<file path="config.mk">
export PLATFORM = sky130hd
export DESIGN_NAME = led_matrix_scanner
export DESIGN_NICKNAME = d
export VERILOG_FILES = /design/src/rtl/led_matrix_scanner.sv
export SDC_FILE = /design/constraint.sdc
export NUM_CORES = 1
export LEC_CHECK = 0
export BUFFER_PORTS_ARGS = -buffer_cell sky130_fd_sc_hd__buf_2
export CAP_MARGIN = 20
export CORE_UTILIZATION = 45
export DETAILED_ROUTE_END_ITERATION = 7
export GPL_TIMING_DRIVEN = 0
export PLACE_DENSITY = 0.71
export SLEW_MARGIN = 20
export SYNTH_ARGS = -nofsm -noshare
export SYNTH_HDL_FRONTEND = slang
export SYNTH_SLANG_ARGS = --single-unit
export TNS_END_PERCENT = 100
</file>
<file path="constraint.sdc">
create_clock -name clk -period 4.3 [get_ports clk]
set_clock_uncertainty 0.2 [all_clocks]
set_input_delay 0.645 -clock clk [delete_from_list [all_inputs] [get_ports clk]]
set_output_delay 0.645 -clock clk [all_outputs]
set_load 0.01 [all_outputs]
</file>
<file path="src/rtl/led_matrix_scanner.sv">
`default_nettype none
// +----------------------------------------------------------------------------+
// | led_matrix_scanner: row-scanning bi-colour LED matrix driver with a        |
// | double-buffered frame store, per-row blanking and global PWM brightness.   |
// | Revision: 1.0                                                              |
// +----------------------------------------------------------------------------+
module led_matrix_scanner #(
  parameter int ROWS      = 16,
  parameter int COLS      = 16,
  parameter int DWELL_DIV = 10,
  parameter int BLANK_CYC = 4,
  parameter int PWM_BITS  = 2
) (
  input  logic                           clk,
  input  logic                           reset,
  input  logic                           EnableCount,
  input  logic [ROWS-1:0][COLS-1:0]      RedPixels,
  input  logic [ROWS-1:0][COLS-1:0]      GrnPixels,
  input  logic                           frame_valid,
  output logic                           frame_ack,
  output logic                           frame_tick,
  input  logic [PWM_BITS-1:0]            brightness,
  output logic [$clog2(ROWS)-1:0]        row_sel,
  output logic [COLS-1:0]                red_cols,
  output logic [COLS-1:0]                grn_cols
);

  localparam int ROW_W = $clog2(ROWS);

  localparam logic [DWELL_DIV-1:0] c_DWELL_MAX = '1;
  localparam logic [DWELL_DIV-1:0] c_BLANK     = DWELL_DIV'(BLANK_CYC);
  localparam logic [ROW_W-1:0]     c_LAST_ROW  = ROW_W'(ROWS - 1);

  logic [ROW_W-1:0]            r_row;
  logic [DWELL_DIV-1:0]        r_dwell;
  logic [PWM_BITS-1:0]         r_pwm;
  logic [ROWS-1:0][COLS-1:0]   r_shadow_red;
  logic [ROWS-1:0][COLS-1:0]   r_shadow_grn;

  logic                        w_dwell_wrap;
  logic                        w_frame_end;
  logic                        w_show;
  logic                        w_first_show;
  logic [PWM_BITS-1:0]         w_pwm;
  logic                        w_en;
  logic [COLS-1:0]             w_red_row;
  logic [COLS-1:0]             w_grn_row;
  logic [COLS-1:0]             w_red_next;
  logic [COLS-1:0]             w_grn_next;

  assign w_dwell_wrap = (r_dwell == c_DWELL_MAX);
  assign w_frame_end  = w_dwell_wrap && (r_row == c_LAST_ROW);
  assign w_show       = (r_dwell >= c_BLANK);
  assign w_first_show = (r_dwell == c_BLANK);
  // The PWM phase restarts at the first SHOW cycle so every row sees the same duty.
  assign w_pwm        = w_first_show ? '0 : r_pwm;
  assign w_en         = w_show && (w_pwm < brightness);
  assign w_red_row    = r_shadow_red[r_row];
  assign w_grn_row    = r_shadow_grn[r_row];

  // Pixel column c drives header bit COLS-1-c.
  always_comb begin
    w_red_next = '0;
    w_grn_next = '0;
    for (int c = 0; c < COLS; c++) begin
      w_red_next[COLS-1-c] = w_red_row[c] & w_en;
      w_grn_next[COLS-1-c] = w_grn_row[c] & w_en;
    end
  end

  always_ff @(posedge clk) begin
    if (reset) begin
      r_row        <= '0;
      r_dwell      <= '0;
      r_pwm        <= '0;
      r_shadow_red <= '0;
      r_shadow_grn <= '0;
      frame_ack    <= 1'b0;
      frame_tick   <= 1'b0;
      row_sel      <= '0;
      red_cols     <= '0;
      grn_cols     <= '0;
    end else if (EnableCount) begin
      r_dwell <= r_dwell + DWELL_DIV'(1);
      if (w_dwell_wrap) begin
        r_row <= (r_row == c_LAST_ROW) ? '0 : r_row + ROW_W'(1);
      end
      if (w_show) begin
        r_pwm <= w_pwm + PWM_BITS'(1);
      end
      if (w_frame_end && frame_valid) begin
        r_shadow_red <= RedPixels;
        r_shadow_grn <= GrnPixels;
      end
      frame_tick <= w_frame_end;
      frame_ack  <= w_frame_end && frame_valid;
      row_sel    <= r_row;
      red_cols   <= w_red_next;
      grn_cols   <= w_grn_next;
    end else begin
      frame_tick <= 1'b0;
      frame_ack  <= 1'b0;
    end
  end

endmodule
`default_nettype wire

</file>
[Word level (Yosys, flattened, before mapping)]
Cells that the tools add are included.
Storage, ports and cells
  register bits: 566
  input port bits: 518
  output and inout bits: 38
  logic and storage cells: 95
Cells by class
  $add $sub $neg: 3
  magnitude comparators: 3
  eq/ne operators: 3
  mux-type cells: 6
  bitwise gates (word level): 33
  reduce and logical (&&, ||, !) cells: 7
Operator list (number)
  16-bit binary-select mux with 4-bit select: 2
  1-bit AND: 32
  16-bit two-way mux: 2
  10-bit by 1-bit adder with 10-bit output (second input constant): 1
  10-bit == test (second input constant): 1
  10-bit by 3-bit == test with 1-bit output (second input constant): 1
  10-bit by 3-bit greater-or-equal comparator with 1-bit output (second input constant): 1
  2-bit AND reduction: 3
  4-bit by 5-bit < comparator with 1-bit output (second input constant): 1
  4-bit by 1-bit adder with 4-bit output (second input constant): 1
  4-bit == test (second input constant): 1
  4-bit two-way mux: 1
  1-bit logical AND: 3
  2-bit by 1-bit adder with 2-bit output (second input constant): 1
  2-bit < comparator: 1
  2-bit two-way mux: 1
  2-bit OR reduction: 1
  1-bit inverter: 1

[Longest topological paths before layout]
  word-level depth: 5
  gate-level depth with buffers: 11
  mapped depth without buffers: 9

[Worst setup path before layout]
Ideal clock, no wire load.
  path type: reg2reg
  from: register r_dwell[5]
  to: register grn_cols[10]
  library setup time: 70 ps
  arrival: 2222 ps
  data required time: 4030 ps
  setup slack: 1809 ps
  stages on the path, launching flop included: 9
  path buffers: 1
  period minus slack after synthesis: 2491 ps
  path through: dfxtp_1 > nor4_4 > nand4_1 > and2_1 > ha_1 > a2111oi_4 > nand2_2 > buf_6 > a21oi_1
Between the ends
  word-level cells in the longest chain between the ends: 5
  elaborated cells on any way between the ends: 6
  those cells by class: 2 x order compare; 1 x eq/ne; 1 x mux; 1 x bitwise; 1 x reduce/logical
Ends and longest elaborated chain
  start: declaration: RTL line 35  | logic [DWELL_DIV-1:0] r_dwell;
  start signal: assignment: RTL line 84  | r_dwell <= r_dwell + DWELL_DIV'(1);
  10-bit by 3-bit == test with 1-bit output: RTL line 54  | assign w_first_show = (r_dwell == c_BLANK);
  2-bit two-way mux: RTL line 56  | assign w_pwm = w_first_show ? '0 : r_pwm;
  2-bit < comparator: RTL line 57  | assign w_en = w_show && (w_pwm < brightness);
  1-bit logical AND (*): RTL line 57
  1-bit AND (*): RTL line 67  | w_grn_next[COLS-1-c] = w_grn_row[c] & w_en;
  end signal: assignment: RTL line 99  | grn_cols <= w_grn_next;
  end: declaration: RTL line 25  | output logic [COLS-1:0] grn_cols
Mark *: on every way between the ends. The rest lies on a longest branch, timed or not.
A chain may end at the register's enable or synchronous reset.

[Worst setup path in the final report]
  from: register r_dwell[5]
  to: register red_cols[11]
Between the ends
  word-level cells in the longest chain between the ends: 5
  elaborated cells on any way between the ends: 6
  those cells by class: 2 x order compare; 1 x eq/ne; 1 x mux; 1 x bitwise; 1 x reduce/logical
Ends and longest elaborated chain
  10-bit by 3-bit == test with 1-bit output: RTL line 54
  2-bit two-way mux: RTL line 56
  2-bit < comparator: RTL line 57
  1-bit logical AND (*): RTL line 57
  1-bit AND (*): RTL line 66  | w_red_next[COLS-1-c] = w_red_row[c] & w_en;
  end signal: assignment: RTL line 98  | red_cols <= w_red_next;
  end: declaration: RTL line 24  | output logic [COLS-1:0] red_cols,
Marks and branches as above.

==> results.toml <==
[route]
routed_wl_mm = 95.5
first_pass_iters = 8
wl_per_cell_um = 22.8
drt-vias-per-instance = 5.57
drtIter0Drc = 2438
drcViolationCount = 19
ant_nets = 0
route.vias.total = 23302

[clock_network]
cts-buffers-inserted = 57
clk_root_buffer_cell = "clkbuf_16"
cts_resized = 0
clock_sinks = 566
cts.clk_slew.worst_paths_ns = 0.06
post-cts-setup-buffers = 0
ctsHoldBuffers = 0
clock_latency_ns = 0.62
cts_buffer_depth = 3
tritoncts = "done"
htreeDepth = 2

[power]
power.total_mw = 10.7
powerDensity_nw_per_um2 = 361
ir_drop_mv = 0.331
leakage_nw = 11.0

[global_routing]
grt_pass1_wl_mm = 135
grt_use_met1_pct = 46.4
met2_usage_pct = 53.3
grt_use_total_pct = 33.9
grt_max_degree = 15
antenna_found_initial = 6
met3_usage_pct = 5.47
busiest_layer = "met2"
grt_pass1_vias = 21487
overflow = 0

[critical_path]
crit_path_end_kind = "flop"
worst_ep_arrival_time_ns = 3.48
cp-start-kind = "flop"
cp_max_fo = 10
crit_start = "r_dwell[5]$_SDFFE_PP0P_"
r2r_start = "r_dwell[5]$_SDFFE_PP0P_"
worst_r2r_path_depth = 8
required_ns = 4.64
critical_path_class = "flop to flop"

[place]
placed_area_um2 = 27800
io_buffers = 554
hpwl_mm = 73.6
place_ws_ns = 1.04
gp_congestion = 0.965

[finish]
area_delta_synth_final_pct = 22.8
final_area_um2 = 29700
fin_nets = 3971
layout-drive-gt1-share_pct = 28.4

[worst_hold_path]
hp-class = "input pin to flop"
min_from = "GrnPixels[26]"
hold_path_depth = 3

[timing]
max_slew_margin_pct = 28.3
setup-tns-final_ns = 0
fin_crit_ns = 3.15
rsz0062_at_grt = "no"
hold_viol = 0
slew_viol_final = 0
worst_slew_pin_slew_ns = 1.07
max_freq_mhz = 318
fin_ws_ns = 1.15
fin_crit_sh_pct = 73.2
setup_viol = 0
holdWs_ns = 0.0615

[yosys]
synth_top_area_cell = "dfxtp_1"
synth_cell_type_count = 44
synth_area_leaders = "dfxtp_1 47%, nand2_1 17%, a21oi_1 11%, mux2_2 6.2%, mux4_2 5.6%"
synthArstFlopShare_pct = 0
ys_ff_latch = 566
synth_flop_cell = "dfxtp_1"
ys_seq_area_share_pct = 46.8
synth_edf_count = 0
synth_area_per_cell_um2 = 8.54
yosys_warnings = 0
yosysMostFrequentCell = "nand2_1"
syn-num-nets = 3358
yosys-top-cells-count = "1070 x nand2_1, 566 x dfxtp_1, 546 x a21oi_1, 133 x mux2_2, 87 x clkbuf_1"
synth_area_um2 = 24200
synth_cells = 2836
synth_top_cell_area_share_pct = 46.8

[floorplanning]
pin_count = 556
rows = 84
dieArea_um2 = 54700
initial_core_util_pct = 45.8
die_x_um = 234
core_um2 = 52900
fp.dieH_um = 234

[flow_run]
maxCapViolCount = 0

[outcome]
violations = "design-rule violations"
outcome = "finished, violations left"
-- stage by stage --
stage / util [%] / cells
after floorplan: - / 2836
after CTS: 56.2 / 4184
after global placement: 52.7 / 4078
final: 56.3 / 4187
after global routing: 56.3 / 4187
after detailed placement: 52.7 / 4078
-- cells in the final DEF, fill, tap and decap left out, types with 2 or more instances in the layout --
master,synthesis,layout
inv_1,5,5
a31oi_1,4,4
mux2_2,133,133
a32o_1,23,23
o211ai_1,9,9
nor2b_1,5,5
nand4_1,6,6
mux4_2,60,60
diode_2,0,3
ha_1,4,4
dfxtp_1,566,566
nand2_1,1070,1070
nor3_1,2,2
clkbuf_8,0,18
and2_1,6,6
xor2_1,6,6
buf_1,3,3
and3_1,3,3
and4_1,15,15
a21oi_1,546,546
clkbuf_1,87,102
buf_4,44,44
clkinv_2,0,10
buf_6,25,25
buf_2,82,636
clkbuf_16,0,59
mux2i_1,30,30
nor2_1,21,21
a222oi_1,32,32
a221oi_1,23,23
mux2_1,4,4
mux4_1,4,4
xnor2_1,3,3
-- power by group --
group / internal, mW / switching, mW / leakage [nW]
Clock: 2.88 / 2.15 / 0.936
Combinational: 0.193 / 0.251 / 5.52
Sequential: 5.25 / 0.00284 / 4.56
-- area by class of cell --
class / instances / area (um2)
well taps: 688 / 861
clock inverters: 14 / 105
multi-input cells: 2023 / 11500
plain buffers: 242 / 1370
clock buffers: 92 / 1780
flip-flops and latches: 566 / 11300
inverters: 5 / 18.8
diodes: 3 / 7.51
fillers: 5024 / 23100
repair buffers: 554 / 2770
-- sequential cells by signal, indices dropped and copies added (netlist names) --
register      cells
frame_tick        1
grn_cols         16
frame_ack         1
r_shadow_grn    256
r_pwm             2
r_shadow_red    256
r_row             4
r_dwell          10
row_sel           4
red_cols         16
-- cell families after synthesis --
logic type / Yosys count / synth area share, %
flip-flops: 566 / 46.8
buffers and inverters: 247 / 5.72
multiplexers: 231 / 13.6
adder cells (fa/ha/maj): 4 / 0.207
AND/OR/NAND/NOR: 1137 / 18.3
AO/OA/AOI/OAI: 642 / 15.0
XOR/XNOR: 9 / 0.326
-- per-layer routing --
metal | part of all wire (%) | wire, um
met2 | 45 | 43100
met1 | 42 | 40200
met3 | 8.8 | 8360
met4 | 3.9 | 3770
met5 | 0.014 | 13
-- final timing paths --
path / endpoint / slack (ns)
setup / recovery: red_cols[11]$_SDFFE_PP0P_ / 1.15
setup reg to reg: red_cols[11]$_SDFFE_PP0P_ / 1.15
hold reg to reg: r_shadow_red[219]$_SDFFE_PP0P_ / 0.25
hold / removal: r_shadow_grn[26]$_SDFFE_PP0P_ / 0.06
-- critical path, cell delays in order, from the launching register on --
cell and delay (ns):
dfxtp_1 0.38, nor4_4 0.45, nand4_1 0.23, and2_1 0.22, ha_1 0.21, a2111oi_4 0.75, nand2_2 0.27, buf_6 0.23
a21oi_1 0.14
(Power assumes the default switching activity.)
